## src/rtl/fsm_mon_pkg.sv

```systemverilog
// Shared encodings for the observed upstream FSM and for the monitor FSM,
// plus the legal-transition table.
package fsm_mon_pkg;

    localparam logic [1:0] ST_S0  = 2'b00;
    localparam logic [1:0] ST_S1  = 2'b01;
    localparam logic [1:0] ST_S2  = 2'b10;
    localparam logic [1:0] ST_ILL = 2'b11;

    localparam logic [1:0] MON_IDLE  = 2'b00;
    localparam logic [1:0] MON_ARM   = 2'b01;
    localparam logic [1:0] MON_RUN   = 2'b10;
    localparam logic [1:0] MON_FAULT = 2'b11;

    localparam int unsigned DWELL_W = 8;

    // Legal moves of the upstream FSM, including the permitted holds.
    function automatic logic is_legal(input logic [1:0] prev, input logic [1:0] cur);
        logic ok;
        ok = 1'b0;
        case ({prev, cur})
            {ST_S0, ST_S0},
            {ST_S0, ST_S1},
            {ST_S1, ST_S0},
            {ST_S1, ST_S1},
            {ST_S2, ST_S0}: ok = 1'b1;
            default:        ok = 1'b0;
        endcase
        return ok;
    endfunction

endpackage

```

## src/rtl/sat_counter.sv

```systemverilog
// Saturating up-counter; clr together with inc loads 1 so a restart can count
// the current cycle.
module sat_counter #(
    parameter int unsigned W   = 8,
    parameter logic [W-1:0] MAX = '1
) (
    input  logic         clk,
    input  logic         rst,
    input  logic         clr,
    input  logic         inc,
    output logic [W-1:0] q
);

    always_ff @(posedge clk) begin
        if (rst) begin
            q <= '0;
        end else if (clr) begin
            q <= inc ? W'(1) : '0;
        end else if (inc && (q < MAX)) begin
            q <= q + W'(1);
        end
    end

endmodule

```

## src/rtl/fsm_state_monitor.sv

```systemverilog
// Watches a 2-bit upstream FSM, flags illegal moves, S2 entries and stuck
// states, and counts legal transitions while armed and running.
module fsm_state_monitor
    import fsm_mon_pkg::*;
#(
    parameter int unsigned STUCK_LIMIT = 8,
    parameter int unsigned CNT_W       = 8
) (
    input  logic             clk,
    input  logic             rst,
    input  logic [1:0]       state_in,
    input  logic             mon_en,
    input  logic             clr,
    output logic             illegal_err,
    output logic             s2_hit,
    output logic             stuck_err,
    output logic [CNT_W-1:0] trans_cnt,
    output logic [1:0]       last_state,
    output logic [1:0]       mon_state
);

    logic [1:0]         state_d;
    logic               run_active;
    logic               arm_active;
    logic               changed;
    logic               illegal;
    logic               s2_entry;
    logic               stuck;
    logic               count_trans;
    logic               dwell_clr;
    logic               dwell_inc;
    logic [DWELL_W-1:0] dwell_q;

    // Event decode for the sample currently on state_in.
    always_comb begin
        run_active  = 1'b0;
        arm_active  = 1'b0;
        changed     = 1'b0;
        illegal     = 1'b0;
        s2_entry    = 1'b0;
        stuck       = 1'b0;
        count_trans = 1'b0;
        dwell_clr   = 1'b0;
        dwell_inc   = 1'b0;

        run_active = mon_en && !clr && (mon_state == MON_RUN);
        arm_active = mon_en && !clr && (mon_state == MON_ARM);
        changed    = (state_in != last_state);

        // A code-11 sample is reported once; the move out of it is not judged again.
        illegal  = (state_in == ST_ILL) ||
                   ((last_state != ST_ILL) && !is_legal(last_state, state_in));
        s2_entry = (state_in == ST_S2) && changed;
        stuck    = !changed && (dwell_q >= DWELL_W'(STUCK_LIMIT - 1));

        count_trans = run_active && changed && !illegal;
        dwell_inc   = arm_active || run_active;
        dwell_clr   = !run_active || changed;
    end

    // Monitor FSM next state; clr wins over a same-cycle error.
    always_comb begin
        state_d = mon_state;
        if (!mon_en) begin
            state_d = MON_IDLE;
        end else if (clr) begin
            state_d = MON_ARM;
        end else begin
            case (mon_state)
                MON_IDLE:  state_d = MON_ARM;
                MON_ARM:   state_d = MON_RUN;
                MON_RUN:   if (illegal || stuck) state_d = MON_FAULT;
                MON_FAULT: state_d = MON_FAULT;
                default:   state_d = MON_IDLE;
            endcase
        end
    end

    always_ff @(posedge clk) begin
        if (rst) begin
            mon_state  <= MON_IDLE;
            last_state <= ST_S0;
        end else begin
            mon_state  <= state_d;
            last_state <= state_in;
        end
    end

    // Sticky flags, only ever set while running.
    always_ff @(posedge clk) begin
        if (rst || clr) begin
            illegal_err <= 1'b0;
            s2_hit      <= 1'b0;
            stuck_err   <= 1'b0;
        end else if (run_active) begin
            if (illegal)  illegal_err <= 1'b1;
            if (s2_entry) s2_hit      <= 1'b1;
            if (stuck)    stuck_err   <= 1'b1;
        end
    end

    sat_counter #(
        .W   (CNT_W),
        .MAX ({CNT_W{1'b1}})
    ) u_trans_cnt (
        .clk (clk),
        .rst (rst),
        .clr (clr),
        .inc (count_trans),
        .q   (trans_cnt)
    );

    sat_counter #(
        .W   (DWELL_W),
        .MAX (DWELL_W'(STUCK_LIMIT))
    ) u_dwell (
        .clk (clk),
        .rst (rst),
        .clr (dwell_clr),
        .inc (dwell_inc),
        .q   (dwell_q)
    );

endmodule

```

## config.mk

```make
export PLATFORM = sky130hd
export DESIGN_NAME = fsm_state_monitor
export DESIGN_NICKNAME = d
export VERILOG_FILES = /design/src/rtl/fsm_mon_pkg.sv /design/src/rtl/sat_counter.sv /design/src/rtl/fsm_state_monitor.sv
export SDC_FILE = /design/constraint.sdc
export NUM_CORES = 1
export LEC_CHECK = 0
export BUFFER_PORTS_ARGS = -buffer_cell sky130_fd_sc_hd__buf_4
export CAP_MARGIN = 25
export CORE_MARGIN = 5
export CORE_UTILIZATION = 52
export DETAILED_ROUTE_END_ITERATION = 8
export PLACE_DENSITY = 0.76
export SLEW_MARGIN = 20
export SYNTH_ARGS = -nofsm -noshare
export SYNTH_HDL_FRONTEND = slang
export SYNTH_SLANG_ARGS = --single-unit
```

## constraint.sdc

```tcl
create_clock -name clk -period 2.25 [get_ports clk]
set_input_delay 0.3375 -clock clk [delete_from_list [all_inputs] [get_ports clk]]
set_output_delay 0.3375 -clock clk [all_outputs]
set_load 0.005 [all_outputs]
```

==> results.json <==
{
  "iteration_0_drc_count_of_the_detailed_router": 22,
  "mappedNetlistNets": 123,
  "first_global_vias": 770,
  "gp_congestion": 0.757,
  "area_of_placed_instances_um2": 1180,
  "timing.critical_path.buf_inv": 0,
  "critical-path-slowest-cell": "sky130_fd_sc_hd__or4_1",
  "total_leakage_power_nw": 0.459,
  "cts-hold-fix-buffers": 0,
  "grt_antenna_before_repair": 0,
  "outcome": "complete, no violations",
  "hold_start": "rst",
  "htree_num_levels": 1,
  "seq_power_share_pct": 64.2,
  "end_kind": "flop",
  "critical-path-max-stage-delay_ns": 0.51,
  "post_synth.cell_area_avg_um2": 8.71,
  "swShare_pct": 23.2,
  "rsz0062_at_grt": "false",
  "viasPerCell": 5.26,
  "grt.overflow.total": 0,
  "pin_count": 21,
  "pwr_density_cell_nw_per_um2": 534,
  "worstPathCellList": "nand2_1, a221oi_2, nand3_2, or4_1, a21oi_1",
  "gr-usage-all-layers_pct": 15.5,
  "post-route-min-period_ns": 1.77,
  "footprint_of_the_multi_input_gates_um2": 534,
  "synth-compound-area-share_pct": 12.4,
  "yosys-mux-area-fraction_pct": 2.12,
  "yosys.area_share.simple_pct": 32.8,
  "p_comb_share_pct": 6.5,
  "switchingPower_w": 0.000150,
  "flop_and_latch_count_out_of_synthesis": 23,
  "start_kind": "flop",
  "hold_viol_final": 0,
  "timing.clock.skew_ns": 0.00173,
  "num-fill-cells": 153,
  "design.die.area_um2": 2910,
  "vdd_ir_drop_max_v": 0.000392,
  "reg_to_reg_critical_path_startpoint": "last_state[0]",
  "internal-power_w": 0.000497,
  "totalWireLength_um": 1980,
  "clk-insertion-delay-late_ns": 0.30,
  "crit_fanout": 8,
  "synth-adder-area-share_pct": 2.50,
  "cp.arrival_ns": 2.02,
  "cts_post_setup_buffers_inserted": 0,
  "cts.root.buffer_cell": "sky130_fd_sc_hd__clkbuf_4",
  "timing.max_slew.rel_slack_pct": 71.7,
  "path_class": "flop to flop",
  "syn_area_um2": 1000,
  "min-delay-path-class": "input port to flop",
  "grt_max_degree": 14,
  "fin_crit_sh_pct": 78.8,
  "clock_sinks": 23,
  "clock_tree.buffer_depth": 2,
  "final_antenna_net_count": 0,
  "wire_length_of_the_first_global_routing_pass_um": 3280,
  "design.core.area_um2": 1780,
  "cts_resized": 0,
  "max_clock_freq_mhz": 564,
  "critical_path_required_ns": 2.49,
  "seq_area_um2": 460,
  "yosysUniqueCellTypes": 30,
  "timing.setup.tns_ns": 0,
  "detail_route.wl_per_cell_um": 12.1,
  "nNetsFinal": 147,
  "finalSetupViolations": 0,
  "placement_rows": 15,
  "worst_setup_hold_path_clk_slew_ns": 0.13,
  "cp_top_family": "simple AND/OR/NAND/NOR gates",
  "number_of_diodes_added_for_antenna_fixing": 0,
  "timing_worst_slew_pin_value_ns": 0.421,
  "overall_via_count_from_detail_route": 858,
  "layout-area-overhead-vs-synth_pct": 20.8,
  "dominant_combinational_cell_family_by_area_after_synthesis": "simple AND/OR/NAND/NOR gates",
  "slew_violations": 0,
  "dpl.hpwl_um": 1470,
  "startpoint": "last_state[0]",
  "effective_utilization_at_floorplan_pct": 56.2,
  "ys_warn_count": 0,
  "xor_and_xnor_fraction_of_the_mapped_netlist_area_pct": 3.50,
  "drv_cap": 0,
  "die-width_um": 53.9,
  "yosysSeqAreaShare_pct": 45.9,
  "netlist_instances": 115,
  "chipHeight_um": 53.9,
  "layout.cell_area.non_filler_um2": 1210,
  "tritoncts": "built",
  "power.clock.fraction_pct": 29.4,
  "drive_gt1_share_pct": 21.7,
  "first_pass_iters": 4,
  "post-route-drc-count": 0,
  "port_buffers": 20,
  "cts_inserted_buffers": 3
}
-- cells in the mapped netlist, drive strengths merged --
master	number	area, um^2
ha	2	25.0
nand2b	5	31.3
nor3	1	5.00
or3	4	25.0
clkbuf	2	7.51
or4	2	15.0
xnor2	2	17.5
o21ai	5	25.0
nand3	4	25.0
a21oi	12	60.1
nor4	2	12.5
a221oi	1	15.0
nand4bb	1	11.3
dfxtp	23	460
nand4	3	18.8
a41oi	1	8.76
or2	2	12.5
nor4b	1	8.76
nand2	12	45.0
o31ai	2	15.0
nor2b	4	25.0
xor2	2	17.5
mux2i	1	10.0
nor3b	1	7.51
mux2	1	11.3
nor2	14	52.6
and4	1	8.76
and2	4	25.0
-- cells in the final DEF, fill, tap and decap left out, types with 2 or more instances in the layout --
cell type / count
sky130_fd_sc_hd__nor4_1: 2
sky130_fd_sc_hd__nand3_1: 3
sky130_fd_sc_hd__xnor2_1: 2
sky130_fd_sc_hd__o21ai_0: 4
sky130_fd_sc_hd__a21oi_1: 12
sky130_fd_sc_hd__o31ai_1: 2
sky130_fd_sc_hd__or3_1: 4
sky130_fd_sc_hd__nand4_1: 3
sky130_fd_sc_hd__nor2_1: 14
sky130_fd_sc_hd__or4_1: 2
sky130_fd_sc_hd__buf_4: 21
sky130_fd_sc_hd__dfxtp_1: 23
sky130_fd_sc_hd__ha_1: 2
sky130_fd_sc_hd__nand2b_1: 5
sky130_fd_sc_hd__nor2b_1: 4
sky130_fd_sc_hd__nand2_1: 12
sky130_fd_sc_hd__xor2_1: 2
sky130_fd_sc_hd__and2_1: 4
sky130_fd_sc_hd__clkbuf_4: 3
sky130_fd_sc_hd__or2_2: 2
-- layer usage --
| layer | GRT usage (%) | share of wire (%) |
|---|---|---|
| met1 | 20.5 | 48 |
| met2 | 24.6 | 46 |
| met3 | 2.77 | 5.2 |
| met4 | 6.38 | 0.71 |
| met5 | 0 | 0 |
-- state kept, by name (all words and copies together), names as in the netlist --
register       flops
u_dwell.q          8
u_trans_cnt.q      8
last_state         2
mon_state          2
illegal_err        1
s2_hit             1
stuck_err          1
-- logic make-up after synthesis --
group | after synthesis
multiplexers | 2
AND/OR/NAND/NOR | 61
adder cells (fa/ha/maj) | 2
XOR/XNOR | 4
flip-flops | 23
buffers and inverters | 2
AO/OA/AOI/OAI | 21
-- worst paths after layout --
check             depth (start not counted)  slack (ns)                to
hold reg to reg                           1        0.47      u_dwell.q[7]
hold / removal                            2        0.25  u_trans_cnt.q[0]
setup reg to reg                          5        0.48  u_trans_cnt.q[5]
setup / recovery                          5        0.48  u_trans_cnt.q[5]
-- metrics by stage --
step	power [W]	cells	setup slack (ns)	utilization, %	hold slack [ns]
floorplan	0.000446	115	0.546	-	0.430
global placement	0.000465	159	0.434	66.4	0.443
detailed placement	0.000466	159	0.413	66.4	0.446
CTS	0.000651	163	0.503	67.9	0.233
global route	0.000675	163	0.332	67.9	0.239
finish	0.000647	163	0.478	67.9	0.247
-- worst reg2reg max path: stages, from the launching register on --
cell	delay, ns
sky130_fd_sc_hd__dfxtp_1	0.41
sky130_fd_sc_hd__nand2_1	0.10
sky130_fd_sc_hd__a221oi_2	0.33
sky130_fd_sc_hd__nand3_2	0.21
sky130_fd_sc_hd__or4_1	0.51
sky130_fd_sc_hd__a21oi_1	0.16
-- power by group through the flow --
| stage | clock network [W] | registers [W] | logic (W) |
|---|---|---|---|
| 2_1_floorplan | 0 | 0.000424 | 0.0000226 |
| 3_3_place_gp | 0 | 0.000424 | 0.0000412 |
| 3_5_place_dp | 0 | 0.000424 | 0.0000413 |
| 4_1_cts | 0.000194 | 0.000415 | 0.0000416 |
| 5_1_grt | 0.000213 | 0.000416 | 0.0000460 |
| 6_report | 0.000190 | 0.000415 | 0.0000417 |
-- layout make-up --
type / instances / share of cell area, %
clock buffers: 3 / 1.86
clock inverters: 1 / 0.413
multi-input cells: 90 / 44.1
flip-flops and latches: 23 / 38.0
well taps: 25 / 2.58
repair buffers: 21 / 13.0
(Power assumes the default switching activity.)
